`config.mk`:
```
export PLATFORM = sky130hd
export DESIGN_NAME = pc_gen
export DESIGN_NICKNAME = d
export VERILOG_FILES = /design/src/rtl/pc_gen.sv
export SDC_FILE = /design/constraint.sdc
export NUM_CORES = 1
export LEC_CHECK = 0
export ABC_CLOCK_PERIOD_IN_PS = 3340
export CORE_MARGIN = 3
export CORE_UTILIZATION = 36
export DETAILED_ROUTE_END_ITERATION = 10
export DONT_BUFFER_PORTS = 1
export GPL_TIMING_DRIVEN = 0
export PLACE_DENSITY_LB_ADDON = 0.2
export RECOVER_POWER = 25
export SLEW_MARGIN = 30
export SYNTH_ARGS = -nofsm -noshare
export SYNTH_HDL_FRONTEND = slang
export SYNTH_SLANG_ARGS = --single-unit
```
`constraint.sdc`:
```
create_clock -name clk -period 3.34 [get_ports clk]
set_input_delay 0.334 -clock clk [delete_from_list [all_inputs] [get_ports clk]]
set_output_delay 0.334 -clock clk [all_outputs]
set_load 0.005 [all_outputs]
```
`src/rtl/pc_gen.sv`:
```
// Registered program-counter generator: sequential/branch/jump next-PC selection
// with stall, sticky halt/resume, misaligned-target trapping and retired-instruction count.
module pc_gen #(
  parameter int unsigned XLEN = 32,
  parameter logic [XLEN-1:0] RESET_VECTOR = '0,
  parameter logic [XLEN-1:0] TRAP_VECTOR = 32'h0000_0100,
  parameter int unsigned IMM_SHIFT = 1,
  parameter int unsigned INC = 4,
  parameter int unsigned CNT_W = 64
) (
  input  logic             clk,
  input  logic             rst_n,
  input  logic             stall_i,
  input  logic             halt_i,
  input  logic             resume_i,
  input  logic             branch_taken_i,
  input  logic             jump_reg_i,
  input  logic [XLEN-1:0]  imm_i,
  input  logic [XLEN-1:0]  alu_result_i,
  output logic [XLEN-1:0]  pc_o,
  output logic [XLEN-1:0]  pc_incr_o,
  output logic             halted_o,
  output logic             misalign_o,
  output logic [XLEN-1:0]  bad_target_o,
  output logic [CNT_W-1:0] instret_o
);

  // state  | meaning
  // RUN    | fetching and retiring instructions
  // HALTED | pc frozen until resume; halt instruction not yet retired
  typedef enum logic {RUN = 1'b0, HALTED = 1'b1} state_t;

  localparam logic [XLEN-1:0]  INC_X   = XLEN'(INC);
  localparam logic [XLEN-1:0]  LSB_CLR = ~{{(XLEN-1){1'b0}}, 1'b1};
  localparam logic [CNT_W-1:0] CNT_ONE = {{(CNT_W-1){1'b0}}, 1'b1};

  state_t           state_q, state_d;
  logic [XLEN-1:0]  pc_q, pc_d;
  logic [XLEN-1:0]  bad_target_q, bad_target_d;
  logic             misalign_q, misalign_d;
  logic [CNT_W-1:0] instret_q, instret_d;

  logic [XLEN-1:0]  pc_incr;
  logic [XLEN-1:0]  target;
  logic             has_target;
  logic             target_bad;

  assign pc_incr    = pc_q + INC_X;
  assign target     = jump_reg_i ? (alu_result_i & LSB_CLR) : (pc_q + (imm_i << IMM_SHIFT));
  assign has_target = jump_reg_i | branch_taken_i;
  assign target_bad = |target[1:0];

  always_ff @(posedge clk or negedge rst_n) begin
    if (!rst_n) begin
      state_q      <= RUN;
      pc_q         <= RESET_VECTOR;
      bad_target_q <= '0;
      misalign_q   <= 1'b0;
      instret_q    <= '0;
    end else begin
      state_q      <= state_d;
      pc_q         <= pc_d;
      bad_target_q <= bad_target_d;
      misalign_q   <= misalign_d;
      instret_q    <= instret_d;
    end
  end

  // misalign defaults low so a stalled or ordinary edge ends the trap pulse
  always_comb begin
    state_d      = state_q;
    pc_d         = pc_q;
    bad_target_d = bad_target_q;
    misalign_d   = 1'b0;
    instret_d    = instret_q;
    if (!stall_i) begin
      case (state_q)
        RUN: begin
          if (has_target) begin
            if (target_bad) begin
              pc_d         = TRAP_VECTOR;
              bad_target_d = target;
              misalign_d   = 1'b1;
            end else begin
              pc_d      = target;
              instret_d = instret_q + CNT_ONE;
            end
          end else if (halt_i) begin
            state_d = HALTED;
          end else begin
            pc_d      = pc_incr;
            instret_d = instret_q + CNT_ONE;
          end
        end
        HALTED: begin
          if (resume_i) begin
            state_d   = RUN;
            pc_d      = pc_incr;
            instret_d = instret_q + CNT_ONE;
          end
        end
        default: state_d = RUN;
      endcase
    end
  end

  always_comb begin
    pc_o         = pc_q;
    pc_incr_o    = pc_incr;
    halted_o     = (state_q == HALTED);
    misalign_o   = misalign_q;
    bad_target_o = bad_target_q;
    instret_o    = instret_q;
  end

endmodule

```
Word-level counts from Yosys, hierarchy flattened
Cells that the tools add are included.

Add/subtract/negate cells: 3. Equal/unequal tests: 3. Mux-type cells: 19. Bitwise logic cells: 3. Reductions and logical operators: 4.

Operators with widths (number): 64-bit two-way mux (4); 32-bit two-way mux (5); 64-bit one-hot mux with 2 select lines (1); 64-bit by 1-bit adder with 64-bit output (second input constant) (1); 32-bit one-hot mux with 2 select lines (1); 32-bit by 3-bit adder with 32-bit output (second input constant) (1); 32-bit adder (1); 4-bit AND reduction (2); 1-bit two-way mux (7); 3-bit inequality test (second input constant) (2); 3-bit AND reduction (1); 2-bit inequality test (second input constant) (1); 1-bit NOT (2); 1-bit one-hot mux with 2 select lines (1); 2-bit OR reduction (1); 1-bit bitwise OR (1).

Register bits after elaboration: 130. Input bits: 71. Output and inout port bits: 162. Logic and storage cells: 37.

Logic depth before layout (Yosys ltp)
Gate-level depths: netlist of the first run.

Depth in word-level cells: 7. Gate-level depth with buffers: 12. Gate-level depth less buffers: 12.

Worst setup path before layout of the first run
Ideal clock, no wire load.

Path kind: register to register. Start point: register pc_q[1] (netlist: pc_o[1]). End point: register bad_target_q[19] (netlist: bad_target_o[19]). Setup time: 125 ps. Data arrival time: 2541 ps. Data required time: 3215 ps. Path slack: 674 ps. Stages on the path, launching flop included: 12. Buffers on the path: 0. Clock period less this slack: 2666 ps. Cell sequence: dfrtp_1 -> ha_1 -> inv_1 -> fa_1 -> nor2b_1 -> o31a_1 -> o31ai_2 -> a211oi_1 -> o21ai_0 -> a21o_1 -> a31o_2 -> mux2_2.

Cells in the longest elaborated chain, start to end: 4.

RTL lines: from (decl) (RTL line 38) `logic [XLEN-1:0] pc_q, pc_d;`; from (signal assigned) (RTL line 62) `pc_q <= pc_d;`; 32-bit adder (*) (RTL line 49) `assign target = jump_reg_i ? (alu_result_i & LSB_CLR) : (pc_q + (imm_i << IMM_SHIFT));`; 32-bit two-way mux (*) (RTL line 49); 2-bit OR reduction (RTL line 51) `assign target_bad = |target[1:0];`; 4-bit AND reduction (no line); to (signal assigned) (RTL line 63) `bad_target_q <= bad_target_d;`; to (decl) (RTL line 39) `logic [XLEN-1:0] bad_target_q, bad_target_d;`.

Every way passes the cells marked *; elsewhere a longest branch is shown, timed or not. A chain may end at the register's enable or synchronous reset.

Worst setup path after layout of the first run
Start point: register pc_q[4] (netlist: pc_o[4]). End point: output port pc_incr_o[21].

Cells in the longest elaborated chain, start to end: 1.

RTL lines: 32-bit by 3-bit adder with 32-bit output (RTL line 48) `assign pc_incr = pc_q + INC_X;`; to (decl) (RTL line 21) `output logic [XLEN-1:0] pc_incr_o,`.

Every way passes these cells.

==> metrics.yaml, run 1 <==
status: "finished with violations"
failing_checks: "capacitance limit, slew limit"
synth_area_leaders: "sky130_fd_sc_hd__dfrtp_1, sky130_fd_sc_hd__xnor2_1, sky130_fd_sc_hd__nand2_1"
final_util: 0.414
syn_avg_cell_area_um2: 8.80
areaGrowthSynthToFinish_pct: 12.5
grt.busiest_layer: "met2"
r2r_setup_slack_ns: 0.16
synth_cell_types: 79
grt_use_met1: 0.293
edff_count_synth: 0
cellLeakagePower_uw: 0.00420
worstPathMaxFanout: 8
ioPinCount: 233
grt_overflow_total: 0
antenna_found_initial: 0
hold_ws_ns: 0.0928
grtUsageTotal: 0.222
synthDominantCellAreaShare: 0.390
final_min_period_over_clock_period: 0.967
timing.final.hold_violations: 0
die_span_in_x_um: 158
timing_max_transition_violations_final: 131
grt_setup_unrepaired: "false"
detail-route-antenna-nets: 0
maxClockFrequency_mhz: 310
buffer_ports.inserted: 0
grt_max_degree: 131
number_of_buffers_on_the_longest_clock_path: 2
dr.first_iter.drc_count: 518
power_density_mw_per_mm2: 658
highest_cell_delay_on_the_worst_timing_path_ns: 0.53
first_global_vias: 7060
layout-drive-gt1-share: 0.0801
critPathSlowestCell: "sky130_fd_sc_hd__dfrtp_1"
worst_hold_path_type: "primary input to flip-flop"
ir_worst_vdd_uv: 259
start_util: 0.368
cts-root-buf: "sky130_fd_sc_hd__clkbuf_16"
synth_area_mm2: 0.00835
route.detailed.drc: 0
use_met2: 0.358
place.gp.congestion: 0.904
cts.sink_count: 130
die_h_um: 158
synth.largest_area_cell: "sky130_fd_sc_hd__dfrtp_1"
relSlewSlack: -0.262
power_uw: 6180
wl_per_cell_um: 22.5
drv.max_cap_violation_count: 1
layout_min_cycle_time_ns: 3.23
syn_nets: 1053
arrival_ns: 2.89
cts-buffers-inserted: 17
ys_async_sr_fraction: 1.00
clock_skew_ns: 0.00961
synth-main-ff-cell: "sky130_fd_sc_hd__dfrtp_1"
synth.ff_latch_count: 130
cts_tree: "yes"
endpoint_kind: "output pin"
critPathKind: "flip-flop to output pin"
number_of_diodes_added_for_antenna_fixing: 0
clk_pin_slew_ns: 0.06
finalSetupTns_ns: 0
hpwl_um: 21700
finalSetupViolations: 0
clk-insertion-delay-late_ns: 0.42
synth-warning-count: 0
count_of_filler_cells_inserted_in_the_layout: 2254
grt_pass1_wl_um: 42700
detail_route.wirelength_um: 28700
nNetsFinal: 1077
floorplan.rows: 55
die_ar_mm2: 0.0251
kind_of_start_point_of_the_critical_path: "flip-flop"
detailroute.via_count: 7360
first_pass_iters: 7
vias_per_cell: 5.79
coreArea_mm2: 0.0227
synth_sequential_area_ratio: 0.390
cts-htree-levels: 4
grtUsageMet3: 0.0661
tightest_slew_ns: 1.89
netlist_instances: 949
timing.critical_path.cells: "and4_1, nand3_2, or2_2, nor3_4, buf_4, and3_1, xor2_1"
critPathRequiredTime_ns: 3.01
-- metal layers --
metal / vias up / wire, um
met1: 3555 / 12400
met5: - / 0
met2: 302 / 13300
met3: 36 / 2450
li1: 3467 / -
met4: 0 / 528
-- flip-flops by register name (all words and copies together), names as in the netlist --
register,cells
misalign_o,1
pc_o,32
instret_o,64
bad_target_o,32
halted_o,1
-- Yosys cell counts (all sizes together) (3+ instances only) --
cell and n:
a211oi 5, inv 25, a22oi 4, nand2 129
a31oi 8, o31ai 10, or3 7, nand3 45
a211o 3, and4 9, xor2 43, a32oi 4
a21oi 55, and2 13, o21a 8, o22ai 3
nor2b 8, ha 32, xnor2 65, o211ai 8
and3 31, o21bai 6, nor2 80, clkbuf 24
o221ai 4, o31a 4, buf 9, o21ai 73
mux2i 8, nand2b 4, a21o 10, a221o 3
nor4 10, a2bb2oi 3, nor3 23, nand4 15
dfrtp 130
-- power by group --
part | internal, uW | total (uW) | switching, uW
Combinational | 758 | 1940 | 1190
Sequential | 1870 | 2380 | 511
Clock | 1050 | 1860 | 815
-- worst paths after layout --
kind                               endpoint  depth (start not counted)        startpoint
hold / removal             bad_target_o[22]                          2  alu_result_i[22]
max in group asynchronous           pc_o[2]                          2             rst_n
min in group asynchronous     instret_o[57]                          2             rst_n
setup / recovery              pc_incr_o[21]                          7           pc_o[4]
hold reg to reg               instret_o[63]                          1     instret_o[63]
setup reg to reg                   pc_o[31]                         13           pc_o[1]
-- kinds of logic (layout without fill, tap and decap cells) --
logic type                 after synthesis  after routing  synth area share
DFF                                    130            130             0.390
muxes                                    9              9            0.0109
and+or+nand+nor                        381            381             0.232
adders and majority gates               33             33            0.0504
buffers and inverters                   59             96            0.0285
AOI/OAI and AO/OA                      229            229             0.175
xor gates and xnor gates               108            108             0.113
-- what timing repair did --
item / in CTS / in global routing
setup buffers: 1 / 1
endpoints found under the setup margin: 12 / 19
hold buffers: 3 / 0
pin swaps: 1 / 2
hold endpoints to repair: 131 / 0
resized for setup: 3 / 12
gates cloned: 0 / 0
-- placed cells by master, fill, tap and decap left out, types with 8 or more instances in the layout --
cell	count
sky130_fd_sc_hd__dfrtp_1	128
sky130_fd_sc_hd__nand2_1	125
sky130_fd_sc_hd__nor2_1	76
sky130_fd_sc_hd__o21ai_0	71
sky130_fd_sc_hd__xnor2_1	65
sky130_fd_sc_hd__a21oi_1	55
sky130_fd_sc_hd__xor2_1	43
sky130_fd_sc_hd__nand3_1	42
sky130_fd_sc_hd__and3_1	31
sky130_fd_sc_hd__ha_1	31
sky130_fd_sc_hd__inv_1	24
sky130_fd_sc_hd__clkbuf_1	23
sky130_fd_sc_hd__clkbuf_16	17
sky130_fd_sc_hd__nor3_1	16
sky130_fd_sc_hd__nand4_1	14
sky130_fd_sc_hd__and2_1	13
sky130_fd_sc_hd__a21o_1	9
sky130_fd_sc_hd__o31ai_1	9
sky130_fd_sc_hd__and4_1	8
sky130_fd_sc_hd__o21a_1	8
sky130_fd_sc_hd__mux2i_1	8
sky130_fd_sc_hd__a31oi_1	8
-- per-stage QoR --
| stage | setup WS, ns | cell area (um^2) | instances |
|---|---|---|---|
| 2_1_floorplan | 0.674 | 8350 | 949 |
| 3_3_place_gp | -0.0753 | 8710 | 1234 |
| 3_5_place_dp | -0.142 | 8710 | 1234 |
| 4_1_cts | 0.0298 | 9360 | 1270 |
| 5_1_grt | 0.00866 | 9390 | 1271 |
| 6_report | 0.111 | 9390 | 1271 |
-- critical path: cells and delay by family, from the launching register on --
kind                   cells  cell delay (ns)
buffers and inverters      1             0.20
XOR/XNOR                   1             0.31
AND/OR/NAND/NOR            5             1.43
flip-flops                 1             0.53
-- area by class of cell --
cell class / count / area (um^2) / share of cell area
plain buffers: 33 / 140 / 0.0149
well taps: 285 / 357 / 0.0380
inverters: 26 / 97.6 / 0.0104
flip-flops and latches: 130 / 3260 / 0.347
repair buffers: 5 / 42.5 / 0.00453
clock buffers: 17 / 425 / 0.0453
multi-input cells: 760 / 4930 / 0.525
clock inverters: 15 / 148 / 0.0157
Power figures use the tool's default switching activity.
==> inputs of run 2 (changes only) <==
CELL_PAD_IN_SITES_DETAIL_PLACEMENT = 0   (was unset)
CELL_PAD_IN_SITES_GLOBAL_PLACEMENT = 1   (was unset)
SLEW_MARGIN = 20   (was 30)
==> run 2 against run 1 <==
  * The flow still finishes with violations (capacitance limit, slew limit)
  * Final cell count unchanged
  * Largest cell class unchanged
  * Highest routed layer unchanged
  * Critical path depth up 4
  * Combinational power about the same
==> metrics.yaml, run 2 (synthesis results as in run 1) <==
maxClockFrequency_mhz: 315  # +1.6%
multi_input_area_mm2: 0.00492  # -0.18%
power_density_mw_per_mm2: 667  # +1.4%
highest_cell_delay_on_the_worst_timing_path_ns: 0.47  # -0.06 ns
cts.sink_count: 130  # unchanged
number_of_buffers_on_the_longest_clock_path: 2  # unchanged
drv.max_cap_violation_count: 1  # unchanged
count_of_filler_cells_inserted_in_the_layout: 2302  # +2.1%
coreArea_mm2: 0.0227  # unchanged
hpwl_um: 21800  # +0.55%
clock_skew_ns: 0.0114  # +0.00180 ns
timing.critical_path.max_delay_family: "compound AO/OA/AOI/OAI gates"
worst_hold_path_type: "primary input to flip-flop"
number_of_diodes_added_for_antenna_fixing: 0  # unchanged
grt_pass1_wl_um: 42800  # +0.19%
hold_start: "alu_result_i[21]"
arrival_ns: 3.52  # +0.63 ns
grtUsageTotal: 0.225  # +0.00317
areaGrowthSynthToFinish_pct: 12.9
start_util: 0.368  # unchanged
timing.critical_path.cells: "ha_1, nor2b_2, o31a_1, o31ai_4, a211oi_2, buf_4, o211ai_2, nand3_2, a311oi_1, a21boi_0, o21ai_1"
cp_num_buf_inv: 1  # unchanged
detail_route.wirelength_um: 28900  # +0.99%
critPathKind: "flip-flop to flip-flop"
grt_overflow_total: 0  # unchanged
hold_ws_ns: 0.102  # +0.00900 ns
buffer_ports.inserted: 0  # unchanged
floorplan.rows: 55  # unchanged
tightest_slew_ns: 1.84  # -0.0491 ns
critPathRequiredTime_ns: 3.68  # +0.67 ns
cellLeakagePower_uw: 0.00422  # +0.34%
timing.final.hold_violations: 0  # unchanged
worstPathMaxFanout: 6  # -2
nNetsFinal: 1077  # unchanged
clk-insertion-delay-late_ns: 0.42  # about the same
cts-htree-levels: 4  # unchanged
die_ar_mm2: 0.0251  # unchanged
kind_of_start_point_of_the_critical_path: "flip-flop"
failing_checks: "capacitance limit, slew limit"
ir_worst_vdd_uv: 296  # +14%
first_pass_iters: 5  # -2
fin_ws_ns: 0.163  # +0.0514 ns
ioPinCount: 233  # unchanged
largest_register_ffs: 64  # unchanged
timing.critical_path.from: "pc_o[3]"
r2r_setup_slack_ns: 0.16  # about the same
detail-route-antenna-nets: 0  # unchanged
cts-root-buf: "sky130_fd_sc_hd__clkbuf_16"
vias_per_cell: 5.67  # -2.1%
dr.first_iter.drc_count: 469  # -9.5%
detailroute.via_count: 7206  # -2.1%
relSlewSlack: -0.229  # +0.0327
route.detailed.drc: 0  # unchanged
antenna_found_initial: 0  # unchanged
place.gp.congestion: 0.853  # -5.6%
layout-drive-gt1-share: 0.0822  # +0.00203
finalSetupTns_ns: 0  # unchanged
r2r_start: "pc_o[3]"
final_min_period_over_clock_period: 0.951  # -0.0154
die_h_um: 158  # unchanged
layout_common_cells: "sky130_fd_sc_hd__dfrtp_1, sky130_fd_sc_hd__nand2_1, sky130_fd_sc_hd__nor2_1"
clk_pin_slew_ns: 0.06  # about the same
timing_max_transition_violations_final: 131  # unchanged
layout.area.seq_mm2: 0.00326  # about the same
mostFrequentLayoutCell: "sky130_fd_sc_hd__dfrtp_1"
first_global_vias: 7165  # +1.5%
die_span_in_x_um: 158  # unchanged
place_ws_ns: -0.128  # +0.0144 ns
layout_min_cycle_time_ns: 3.18  # -0.0514 ns
wl_per_cell_um: 22.8  # +0.99%
grt_max_degree: 131  # unchanged
finalSetupViolations: 0  # unchanged
cts-buffers-inserted: 17  # unchanged
endpoint_kind: "flip-flop"
status: "finished with violations"
critPathSlowestCell: "sky130_fd_sc_hd__dfrtp_1"
cts_tree: "yes"
==> run 2: final timing paths <==
| kind | endpoint | cells after the start |
|---|---|---|
| max in group asynchronous | pc_o[1] | 2 |
| min | bad_target_o[21] | 2 |
| min reg2reg | instret_o[63] | 1 |
| max reg2reg | pc_o[27] | 11 |
| max | pc_o[27] | 11 |
| min in group asynchronous | instret_o[53] | 2 |
==> run 2: what timing repair did <==
| action | in CTS | in global routing |
|---|---|---|
| setup endpoints to repair | 11 | 19 |
| hold buffers | 3 | 0 |
| resized for setup | 3 | 18 |
| pin swaps | 1 | 3 |
| hold endpoints to repair | 131 | 0 |
| setup buffers | 1 | 1 |
==> run 2: worst register-to-register path, delay by kind of cell, from the launching register on <==
family / cells / cell delay (ns)
AOI/OAI and AO/OA: 7 / 1.74
DFF: 1 / 0.47
and+or+nand+nor: 2 / 0.38
adders and majority gates: 1 / 0.36
buffers and inverters: 1 / 0.16
==> run 2: where the power goes <==
group          leakage (uW)  total (uW)  switching (uW)  internal, uW
combinational       0.00224        1940            1180           757
sequential          0.00168        2390             520          1870
clock              0.000290        1960             812          1150
==> run 2: through the flow <==
step	area, um^2	std cells	utilization	total power, uW
finish	9430	1271	0.415	6290
global route	9430	1271	0.415	6680
CTS	9390	1270	0.413	6300
detailed placement	8710	1234	0.383	4290
global placement	8710	1234	0.383	4280
floorplan	8350	949	-	3640
==> run 2: final cells by class <==
class | count | area share
multi-input cells | 760 | 0.522
clock inverters | 14 | 0.0179
flip-flops and latches | 130 | 0.346
repair buffers | 5 | 0.00451
clock buffers | 18 | 0.0466
inverters | 26 | 0.0104
well taps | 285 | 0.0378
plain buffers | 33 | 0.0157
==> run 2: routing by layer <==
layer,GRT usage,wire [um],share of wire,vias to the layer above
li1,-,-,-,3449
met3,0.0666,2320,0.080,40
met5,0,0,0,-
met2,0.350,12900,0.45,255
met1,0.302,13000,0.45,3462
met4,0.0737,745,0.026,0
==> inputs of run 3 (changes only) <==
ABC_AREA = 1   (was unset)
==> run 3 against run 2 <==
  * The run still ends with capacitance limit, slew limit left
  * Die area increased by 21%
  * Global-route usage increased by 4.0 points
  * Setup slack improved by 0.18 ns
  * Synthesized area increased by 22%
  * Final cell count increased by 56%
  * Worst hold slack got worse by 0.019 ns
  * Sequential share of layout area decreased by 5.6 points
  * Critical path type is now flip-flop to output pin
  * Largest cell class unchanged
==> metrics.yaml, run 3 <==
layout-drive-gt1-share: 0.0528  # -0.0293
synth.largest_area_cell: "sky130_fd_sc_hd__dfrtp_1"
clock_skew_ns: 0.0155  # +0.00407 ns
floorplan.rows: 60  # +9.1%
layout_common_cells: "sky130_fd_sc_hd__nand2_1, sky130_fd_sc_hd__inv_1, sky130_fd_sc_hd__nor2_1"
edff_count_synth: 0  # unchanged
timing.final.hold_violations: 0  # unchanged
hpwl_um: 33600  # +54%
leading_cell_types_by_count_after_synthesis: "sky130_fd_sc_hd__nand2_1, sky130_fd_sc_hd__inv_1, sky130_fd_sc_hd__nor2_1, sky130_fd_sc_hd__dfrtp_1, sky130_fd_sc_hd__nand3_1"
wl_per_cell_um: 20.7  # -9.3%
start_util: 0.372  # +0.00409
ir_worst_vdd_uv: 349  # +18%
grt_max_degree: 131  # unchanged
nNetsFinal: 1700  # +58%
synth.ff_latch_count: 130  # unchanged
largest_register_ffs: 64  # unchanged
die_h_um: 174  # +9.9%
synth_cell_types: 40  # -49%
post_cts_hold_buffer_count: 3  # unchanged
synth-main-ff-cell: "sky130_fd_sc_hd__dfrtp_1"
cts_tree: "yes"
detail_route.wirelength_um: 40900  # +41%
timing_max_transition_violations_final: 131  # unchanged
ys_async_sr_fraction: 1.00  # unchanged
finalSetupTns_ns: 0  # unchanged
cts-htree-levels: 4  # unchanged
cts-root-buf: "sky130_fd_sc_hd__clkbuf_16"
first_pass_iters: 7  # +2
synth_simple_gate_area_share: 0.386  # +0.154
die_span_in_x_um: 174  # +9.9%
drv.max_cap_violation_count: 1  # unchanged
grt_pass1_wl_um: 61000  # +43%
number_of_buffers_on_the_longest_clock_path: 2  # unchanged
status: "finished with violations"
coreArea_mm2: 0.0273  # +20%
worst_hold_path_type: "primary input to flip-flop"
layout_min_cycle_time_ns: 3.00  # -0.177 ns
detailroute.via_count: 10200  # +41%
synth-adder-area-share: 0.0414  # -0.00897
finalSetupViolations: 0  # unchanged
compound_cell_area_share_of_the_yosys_netlist: 0.0801  # -0.0951
synth_area_mm2: 0.0102  # +22%
synth_area_leaders: "sky130_fd_sc_hd__dfrtp_1, sky130_fd_sc_hd__nand2_1, sky130_fd_sc_hd__inv_1"
grt_setup_unrepaired: "false"
cts-buffers-inserted: 17  # unchanged
syn_nets: 1678  # +59%
route.detailed.drc: 0  # unchanged
cts.sink_count: 130  # unchanged
yosys.area_share.xor_xnor: 0.0750  # -0.0383
cts_resized: 0  # -3
vias_per_cell: 5.14  # -9.4%
clk-insertion-delay-late_ns: 0.43  # about the same
detailed_place.area_mm2: 0.0106  # +22%
grtUsageTotal: 0.265  # +0.0398
synth_top_family_by_area: "simple AND/OR/NAND/NOR gates"
place.gp.congestion: 0.968  # +13%
clk_pin_slew_ns: 0.07  # about the same
mostFrequentLayoutCell: "sky130_fd_sc_hd__nand2_1"
endpoint_kind: "output pin"
first_global_vias: 9477  # +32%
ioPinCount: 233  # unchanged
final_min_period_over_clock_period: 0.898  # -0.0530
buffer_ports.inserted: 0  # unchanged
netlist_instances: 1574  # +66%
post-cts-setup-buffer-count: 0  # -1
failing_checks: "capacitance limit, slew limit"
grt_overflow_total: 0  # unchanged
synthDominantCellAreaShare: 0.320  # -0.0694
areaGrowthSynthToFinish_pct: 10.7
kind_of_start_point_of_the_critical_path: "flip-flop"
synthMostInstantiatedCell: "sky130_fd_sc_hd__nand2_1"
antenna_found_initial: 2  # +2
synth_sequential_area_ratio: 0.320  # -0.0694
detail-route-antenna-nets: 0  # unchanged
syn_avg_cell_area_um2: 6.45  # -27%
arrival_ns: 2.67  # -0.85 ns
relSlewSlack: -0.264  # -0.0349
dr.first_iter.drc_count: 717  # +53%
muxShareOfSynthArea: 0  # -0.0109
die_ar_mm2: 0.0303  # +21%
worstPathMaxFanout: 5  # -1
tightest_slew_ns: 1.90  # +0.0524 ns
cellLeakagePower_uw: 0.00547  # +30%
critPathRequiredTime_ns: 3.01  # -0.67 ns
critPathKind: "flip-flop to output pin"
maxClockFrequency_mhz: 333  # +5.9%
finalInstanceArea_mm2: 0.0112  # +19%
synth-warning-count: 0  # unchanged
power_density_mw_per_mm2: 661  # -0.90%
[run 3: cell types whose count changed after synthesis, sizes merged, moves of 24 or more]
cell   before  now
nor3       23   49
nand4      15   39
nand3      45  120
nand2     129  500
xnor2      65   30
inv        25  223
nor2       80  167
and3       31    1
[run 3: layer usage]
metal / wire (um) / vias to the layer above / global-route usage
met3: 4640 / 38 / 0.0937
li1: - / 5066 / -
met4: 772 / 2 / 0.0697
met5: 13 / - / 0
met1: 19400 / 4648 / 0.391
met2: 16100 / 424 / 0.363
[run 3: critical path, stage by stage (launching register included)]
cell                      delay, ns
sky130_fd_sc_hd__dfrtp_1       0.47
sky130_fd_sc_hd__ha_1          0.22
sky130_fd_sc_hd__nand3_1       0.28
sky130_fd_sc_hd__nor3_2        0.46
sky130_fd_sc_hd__nand2_1       0.13
sky130_fd_sc_hd__inv_1         0.15
sky130_fd_sc_hd__nand3_1       0.13
sky130_fd_sc_hd__xnor2_1       0.39
[run 3: final cells by class]
cell class / count / area (um^2)
timing repair buffer: 3 / 27.5
inverter: 223 / 837
clock inverter: 15 / 163
multi-input combinational: 1186 / 5910
fill: 3013 / 16100
clock buffer: 17 / 425
tap: 372 / 465
buffer: 35 / 154
antenna: 1 / 2.50
sequential: 130 / 3250
[run 3: per-stage QoR]
stage	utilization	cells	setup WS (ns)	hold WS, ns	total power, uW
6_report	0.411	1982	0.340	0.0826	7430
5_1_grt	0.411	1982	0.125	0.0709	8020
4_1_cts	0.412	1981	0.376	0.0631	7480
3_5_place_dp	0.389	1946	0.620	0.0444	5490
3_3_place_gp	0.389	1946	0.624	0.0442	5460
2_1_floorplan	-	1574	1.39	0.0384	4490
[run 3: kinds of logic (layout without fill, tap and decap cells)]
family,count (synthesis),in the layout
other cells,0,1
buf+inv,258,293
fa+ha+maj,33,33
flops,130,130
xor+xnor,87,87
simple gates,913,913
compound gates,153,153
[run 3: final timing paths]
| path | slack (ns) | endpoint | startpoint | depth (start not counted) |
|---|---|---|---|---|
| min in group asynchronous | 1.00 | instret_o[44] | rst_n | 2 |
| hold reg to reg | 0.51 | bad_target_o[22] | bad_target_o[22] | 2 |
| hold / removal | 0.08 | bad_target_o[10] | alu_result_i[10] | 2 |
| max in group asynchronous | 1.16 | instret_o[0] | rst_n | 2 |
| setup / recovery | 0.34 | pc_incr_o[20] | pc_o[2] | 7 |
| setup reg to reg | 0.49 | instret_o[48] | instret_o[0] | 11 |
[run 3: where the power goes]
group | switching (uW) | leakage (uW) | internal (uW)
sequential | 767 | 0.00163 | 1990
combinational | 1850 | 0.00355 | 909
clock | 911 | 0.000291 | 1010
total | 3530 | 0.00547 | 3900
